`src/rtl/perf_counter_pkg.sv`:
```
// Shared definitions for the performance counter bank: channel limit and counting mode.
package perf_counter_pkg;

   localparam int MAX_CH = 16;

   typedef enum logic {
      MODE_WRAP     = 1'b0,
      MODE_SATURATE = 1'b1
   } count_mode_e;

endpackage

```
`src/rtl/perf_counter_channel.sv`:
```
// One counter channel: counter register, sticky overflow flag, preload and synchronous clear.
module perf_counter_channel
   import perf_counter_pkg::*;
#(
   parameter int          WIDTH = 32,
   parameter count_mode_e MODE  = MODE_WRAP
) (
   input  logic             clk,
   input  logic             reset,
   input  logic             clr_i,
   input  logic             load_i,
   input  logic [WIDTH-1:0] loadData_i,
   input  logic             inc_i,
   input  logic             ovfClr_i,
   output logic [WIDTH-1:0] count_o,
   output logic             ovf_o
);

   logic [WIDTH-1:0] count_q, count_d;
   logic             ovf_q, ovf_d;

   // Clear beats preload, preload beats increment; an overflow sets the flag even against ovfClr_i
   always_comb begin
      count_d = count_q;
      ovf_d   = ovf_q & ~ovfClr_i;
      if (clr_i) begin
         count_d = '0;
         ovf_d   = 1'b0;
      end else if (load_i) begin
         count_d = loadData_i;
      end else if (inc_i) begin
         if (&count_q) begin
            ovf_d   = 1'b1;
            count_d = (MODE == MODE_SATURATE) ? count_q : '0;
         end else begin
            count_d = count_q + WIDTH'(1);
         end
      end
   end

   always_ff @(posedge clk or posedge reset) begin
      if (reset) begin
         count_q <= '0;
         ovf_q   <= 1'b0;
      end else begin
         count_q <= count_d;
         ovf_q   <= ovf_d;
      end
   end

   assign count_o = count_q;
   assign ovf_o   = ovf_q;

endmodule

```
`src/rtl/perf_counter_bank.sv`:
```
// Bank of NUM_CH event counters with preload, registered readback and sticky overflow flags.
// Defining PERF_COUNTER_SNAPSHOT_EN adds snap/rd_snap ports and a shadow copy of every counter.
module perf_counter_bank
   import perf_counter_pkg::*;
#(
   parameter int WIDTH    = 32,
   parameter int NUM_CH   = 4,
   parameter int SATURATE = 0,
   localparam int CH_W    = (NUM_CH > 1) ? $clog2(NUM_CH) : 1
) (
   input  logic              clk,
   input  logic              reset,
   input  logic [NUM_CH-1:0] ch_en,
   input  logic [NUM_CH-1:0] event_in,
   input  logic              clr_all,
   input  logic              wr_en,
   input  logic [CH_W-1:0]   wr_ch,
   input  logic [WIDTH-1:0]  wr_data,
   input  logic              rd_en,
   input  logic [CH_W-1:0]   rd_ch,
   input  logic [NUM_CH-1:0] ovf_clr,
   output logic [WIDTH-1:0]  rd_data,
   output logic              rd_valid,
   output logic [NUM_CH-1:0] ovf
`ifdef PERF_COUNTER_SNAPSHOT_EN
   ,
   input  logic              snap,
   input  logic              rd_snap
`endif
);

   localparam count_mode_e MODE = (SATURATE != 0) ? MODE_SATURATE : MODE_WRAP;

   logic [WIDTH-1:0] cnt [NUM_CH];
   logic [WIDTH-1:0] readSel;
   logic [WIDTH-1:0] rdData_q, rdData_d;
   logic             rdValid_q;

   for (genvar i = 0; i < NUM_CH; i++) begin : gChannel
      perf_counter_channel #(
         .WIDTH (WIDTH),
         .MODE  (MODE)
      ) uChannel (
         .clk        (clk),
         .reset      (reset),
         .clr_i      (clr_all),
         .load_i     (wr_en && (wr_ch == CH_W'(i))),
         .loadData_i (wr_data),
         .inc_i      (ch_en[i] & event_in[i]),
         .ovfClr_i   (ovf_clr[i]),
         .count_o    (cnt[i]),
         .ovf_o      (ovf[i])
      );
   end

`ifdef PERF_COUNTER_SNAPSHOT_EN
   logic [WIDTH-1:0] shadow_q [NUM_CH];

   // Shadows capture pre-update counter values and deliberately survive clr_all
   always_ff @(posedge clk or posedge reset) begin
      if (reset) begin
         for (int i = 0; i < NUM_CH; i++) shadow_q[i] <= '0;
      end else if (snap) begin
         for (int i = 0; i < NUM_CH; i++) shadow_q[i] <= cnt[i];
      end
   end

   always_comb begin
      readSel = '0;
      for (int i = 0; i < NUM_CH; i++) begin
         if (rd_ch == CH_W'(i)) readSel = rd_snap ? shadow_q[i] : cnt[i];
      end
   end
`else
   // An index with no matching channel leaves readSel at zero
   always_comb begin
      readSel = '0;
      for (int i = 0; i < NUM_CH; i++) begin
         if (rd_ch == CH_W'(i)) readSel = cnt[i];
      end
   end
`endif

   assign rdData_d = rd_en ? readSel : rdData_q;

   always_ff @(posedge clk or posedge reset) begin
      if (reset) begin
         rdData_q  <= '0;
         rdValid_q <= 1'b0;
      end else begin
         rdData_q  <= rdData_d;
         rdValid_q <= rd_en;
      end
   end

   assign rd_data  = rdData_q;
   assign rd_valid = rdValid_q;

endmodule

```
`config.mk`:
```
export PLATFORM = sky130hd
export DESIGN_NAME = perf_counter_bank
export DESIGN_NICKNAME = d
export VERILOG_FILES = /design/src/rtl/perf_counter_pkg.sv /design/src/rtl/perf_counter_channel.sv /design/src/rtl/perf_counter_bank.sv
export SDC_FILE = /design/constraint.sdc
export NUM_CORES = 1
export LEC_CHECK = 0
export BUFFER_PORTS_ARGS = -buffer_cell sky130_fd_sc_hd__clkbuf_2
export CAP_MARGIN = 20
export CORE_ASPECT_RATIO = 0.6
export CORE_MARGIN = 2
export CORE_UTILIZATION = 55
export DETAILED_ROUTE_END_ITERATION = 8
export PLACE_DENSITY = 0.82
export SYNTH_ARGS = -nofsm -noshare
export SYNTH_HDL_FRONTEND = slang
export SYNTH_SLANG_ARGS = --single-unit
```
`constraint.sdc`:
```
create_clock -name clk -period 4.85 [get_ports clk]
set_input_delay 0.485 -clock clk [delete_from_list [all_inputs] [get_ports clk]]
set_output_delay 0.485 -clock clk [all_outputs]
set_load 0.03 [all_outputs]
```
After elaboration in Yosys (flattened, before gate mapping)
Cells that the tools add are included.
{"block": "word_totals", "register_bits": 165, "elab_cells": 82}
{"block": "op_classes", "add_sub_neg": 4, "eq_ne": 6, "n_mux": 36, "bitwise_logic": 12, "reduce_logical": 14}
{"cell": "two-way mux 32 bit", "n": 20}
{"cell": "adder 32 x 1 -> 32 bit, second input constant", "n": 4}
{"cell": "AND reduction 32 bit", "n": 4}
{"cell": "two-way mux 1 bit", "n": 16}
{"cell": "nonzero test 3 bit", "n": 4}
{"cell": "AND 1 bit", "n": 8}
{"cell": "equality test 2 bit, second input constant", "n": 4}
{"cell": "equality test 2 x 1 -> 1 bit, second input constant", "n": 2}
{"cell": "logical AND 1 bit", "n": 4}
{"cell": "logical NOT 2 bit", "n": 2}
{"cell": "inverter 1 bit", "n": 4}

Depth between registers and ports, before layout
{"block": "depth", "ltp_word": 6, "mapped_depth": 8, "mapped_depth_nobuf": 6}

By module
From an unflattened synthesis, not the netlist that was laid out.
{"block": "hier_totals", "cells_unflattened": 1225, "area_unflattened_um2": 10837.9}
{"mod": "perf_counter_channel", "n_inst": 4, "cells_each": 259, "area_each_um2": 2170.8, "seq_area_each_um2": 825.8}
{"mod": "perf_counter_bank", "n_inst": 1, "cells_each": 189, "area_each_um2": 2154.6, "seq_area_each_um2": 825.8}

Worst setup path after synthesis
OpenSTA, ideal clock, no wires.
{"block": "synth_path", "kind": "register to register", "startpoint": "register gChannel[2].uChannel.count_q[0]", "endpoint": "register gChannel[2].uChannel.count_q[11]", "setup_time_ps": 126, "t_arrival_ps": 1921, "required_ps": 4724, "path_slack_ps": 2803, "stages_incl_launch_ff": 8, "n_path_buf": 1, "period_less_slack_ps": 2047, "path_cell_list": "dfrtp_1 ha_1 nand3_1 nor4_4 a31oi_1 clkbuf_1 a32oi_1 o21ai_1"}
{"block": "synth_between", "elab_chain_len": 5}
{"element": "from (decl)", "line_no": "perf_counter_channel.sv:19", "text": "logic [WIDTH-1:0] count_q, count_d;"}
{"element": "from (signal assigned)", "line_no": "perf_counter_channel.sv:46", "text": "count_q <= count_d;"}
{"element": "adder 32 x 1 -> 32 bit / AND reduction 32 bit (equally long branches)", "line_no": "perf_counter_channel.sv:36, perf_counter_channel.sv:32"}
{"element": "two-way mux 32 bit *", "line_no": "perf_counter_channel.sv:32", "text": "if (&count_q) begin"}
{"element": "two-way mux 32 bit *", "line_no": "perf_counter_channel.sv:31", "text": "end else if (inc_i) begin"}
{"element": "two-way mux 32 bit *", "line_no": "perf_counter_channel.sv:29", "text": "end else if (load_i) begin"}
{"element": "two-way mux 32 bit *", "line_no": "perf_counter_channel.sv:26", "text": "if (clr_i) begin"}
Mark *: on every way between the ends. The rest lies on a longest branch, timed or not. The select of a mux whose other input is x is not followed.
A chain may end at the register's enable or synchronous reset.

Worst setup path after layout
{"block": "layout_path", "startpoint": "register gChannel[3].uChannel.count_q[13]", "endpoint": "register gChannel[3].uChannel.count_q[2]"}
{"block": "layout_between", "elab_chain_len": 5}
{"element": "from (decl)", "line_no": "perf_counter_channel.sv:19"}
{"element": "from (signal assigned)", "line_no": "perf_counter_channel.sv:46"}
{"element": "AND reduction 32 bit", "line_no": "perf_counter_channel.sv:32"}
{"element": "two-way mux 32 bit", "line_no": "perf_counter_channel.sv:32"}
{"element": "two-way mux 32 bit", "line_no": "perf_counter_channel.sv:31"}
{"element": "two-way mux 32 bit", "line_no": "perf_counter_channel.sv:29"}
{"element": "two-way mux 32 bit", "line_no": "perf_counter_channel.sv:26"}
No other way between the ends. The select of a mux whose other input is x is not followed.

==> flow_summary.json <==
{
  "power_density_nw_per_um2": 303,
  "synth.yosys.seq_area_share": 0.384,
  "outcome": "completed",
  "drt_iter0_markers": 1939,
  "synth_largest_area_cell": "dfrtp_1",
  "synth_warnings": 0,
  "ir_drop_mv": 0.269,
  "synth_nets": 1246,
  "grt_pass1_vias": 10100,
  "hold_slack_ns": 0.308,
  "cts-htree-levels": 4,
  "port-buffer-count": 89,
  "synthArstFlopShare": 1.00,
  "synth.most_common_cell": "dfrtp_1",
  "ys.flop_type": "dfrtp_1",
  "grt_pass1_wl_um": 62500,
  "max-slew-margin-rel": 0.246,
  "fin_crit_ns": 3.09,
  "clk_path_buf_depth": 2,
  "numCtsBuffers": 17,
  "required_ns": 5.16,
  "rows": 39,
  "ant_nets": 0,
  "drc_errors": 0,
  "worst_pin_slew_ns": 1.12,
  "wl_per_cell_um": 27.0,
  "place_area_um2": 11400,
  "drv_cap": 0,
  "cts_sinks": 165,
  "core_um2": 19100,
  "grt_max_degree": 124,
  "place.gp.congestion": 1.06,
  "die_x_um": 185,
  "setup_viol": 0,
  "cts.clk_slew.worst_paths_ns": 0.07,
  "die_area_um2": 20700,
  "nNetsFinal": 1298,
  "start_kind": "register",
  "ys_top_cells_by_area": "dfrtp_1, mux4_2, nand4_1",
  "max_clock_freq_mhz": 324,
  "first_pass_iters": 7,
  "drt_wl_total_um": 41100,
  "synth_edf_count": 0,
  "grt_overflow": 0,
  "grt_antenna_before_repair": 0,
  "cts_tree": "yes",
  "fin_area_um2": 12100,
  "setup_tns_ns": 0,
  "clkLatencyLatePin_ns": 0.44,
  "cts-root-buf": "clkbuf_16",
  "crit_type": "reg -> reg",
  "place_hpwl_um": 29500,
  "syn_area_um2": 10800,
  "rsz0062_at_grt": "false",
  "die_h_um": 112,
  "synth.top_cell.area_share": 0.384,
  "hold_violations": 0,
  "period_share": 0.637,
  "hold_class": "in -> reg",
  "synth.distinct_cells": 71,
  "dp_worst_setup_slack_ns": 1.93,
  "p_leak_nw": 4.90,
  "clock_skew_ns": 0.00867,
  "cp_max_fo": 23,
  "crit_arrival_ns": 3.40,
  "synth-seq-cells": 165,
  "grt_usage": 0.405,
  "final_max_slew_viol_count": 0,
  "cp-end-kind": "register",
  "fin_ws_ns": 1.76,
  "synthCells": 1189,
  "vias_per_cell": 7.36,
  "synthTopCellsByCount": "dfrtp_1, nand2_1, nand3_1, nor2_1",
  "synth.avg_cell_area_um2": 9.05,
  "ios": 90,
  "initial_utilization": 0.564,
  "via_count": 11200,
  "syn_to_final_growth_pct": 12.4,
  "post_cts_buffers": 0,
  "layout-drive-gt1-share": 0.183
}
## kinds of logic (layout without fill, tap and decap cells)
| family | count (synthesis) | after routing | share of synthesized area |
|---|---|---|---|
| multiplexers | 65 | 65 | 0.101 |
| XOR/XNOR | 45 | 45 | 0.0366 |
| flip-flops | 165 | 165 | 0.384 |
| AND/OR/NAND/NOR | 506 | 506 | 0.254 |
| AO/OA/AOI/OAI | 295 | 295 | 0.179 |
| other | 0 | 1 | 0 |
| buffers and inverters | 109 | 174 | 0.0402 |
| adder cells (fa/ha/maj) | 4 | 4 | 0.00465 |
## power breakdown
group | switching (mW) | total (mW) | leakage [nW] | internal, mW
combinational | 0.322 | 0.498 | 2.33 | 0.176
sequential | 0.129 | 1.58 | 2.24 | 1.46
clock | 0.607 | 1.58 | 0.330 | 0.977
## state kept, by name, summed over array words and instances, names as in the netlist
name                       cells
gChannel.uChannel.count_o    128
rd_data                       32
gChannel.uChannel.ovf_o        4
rd_valid                       1
## metrics by stage
stage                     total power, mW  std cells  utilization
after detailed placement             2.08       1485        0.597
after global placement               2.06       1485        0.597
final                                3.67       1521        0.634
after floorplan                      1.87       1189            -
after global routing                 3.76       1520        0.634
after CTS                            3.64       1517        0.632
## cells in the final DEF (no fill, tap or decap), types with 35 or more instances in the layout
cell type  Yosys  layout
dfrtp_1      165     165
nand2_1      108     108
clkbuf_2       0      89
nor2_1        75      75
nand3_1       75      75
nand4_1       65      65
a21oi_1       65      65
o21ai_0       49      49
nor3_1        40      38
and3_1        35      35
## layout make-up
| cell class | count | area [µm²] |
|---|---|---|
| timing repair buffer | 108 | 616 |
| tap | 266 | 333 |
| clock inverter | 14 | 230 |
| multi-input combinational | 915 | 6220 |
| sequential | 165 | 4130 |
| inverter | 34 | 131 |
| clock buffer | 18 | 439 |
| fill | 1588 | 6980 |
| antenna | 1 | 2.50 |
## critical path, stage by stage (launching register included)
cell and delay [ns]:
dfrtp_1 0.47, and4_1 0.32, nand4_1 0.46, or4_1 1.12, nand2_1 0.46, o32ai_1 0.12
## path summary, 6_finish.rpt
| kind | start | endpoint | slack (ns) | cells after the start |
|---|---|---|---|---|
| max | gChannel[3].uChannel.count_o[13] | gChannel[3].uChannel.count_o[2] | 1.76 | 5 |
| min | ovf_clr[0] | gChannel[0].uChannel.ovf_o | 0.31 | 3 |
| max reg2reg | gChannel[3].uChannel.count_o[13] | gChannel[3].uChannel.count_o[2] | 1.76 | 5 |
| min reg2reg | rd_data[19] | rd_data[19] | 0.51 | 1 |
| max in group asynchronous | reset | gChannel[3].uChannel.count_o[26] | 3.40 | 4 |
| min in group asynchronous | reset | gChannel[1].uChannel.count_o[2] | 0.50 | 3 |
## routing by layer
| layer | vias up | routed length [µm] | global-route usage |
|---|---|---|---|
| li1 | 4681 | - | - |
| met1 | 5257 | 16000 | 0.593 |
| met2 | 1087 | 15700 | 0.528 |
| met3 | 168 | 7110 | 0.153 |
| met4 | 0 | 2300 | 0.185 |
| met5 | - | 0 | 0 |
## repair_timing
| action | CTS | global route |
|---|---|---|
| hold endpoints to repair | 0 | 3 |
| hold buffers | 0 | 1 |
| resized for setup | 0 | 0 |
No activity file was read; power rests on OpenSTA's default activity.
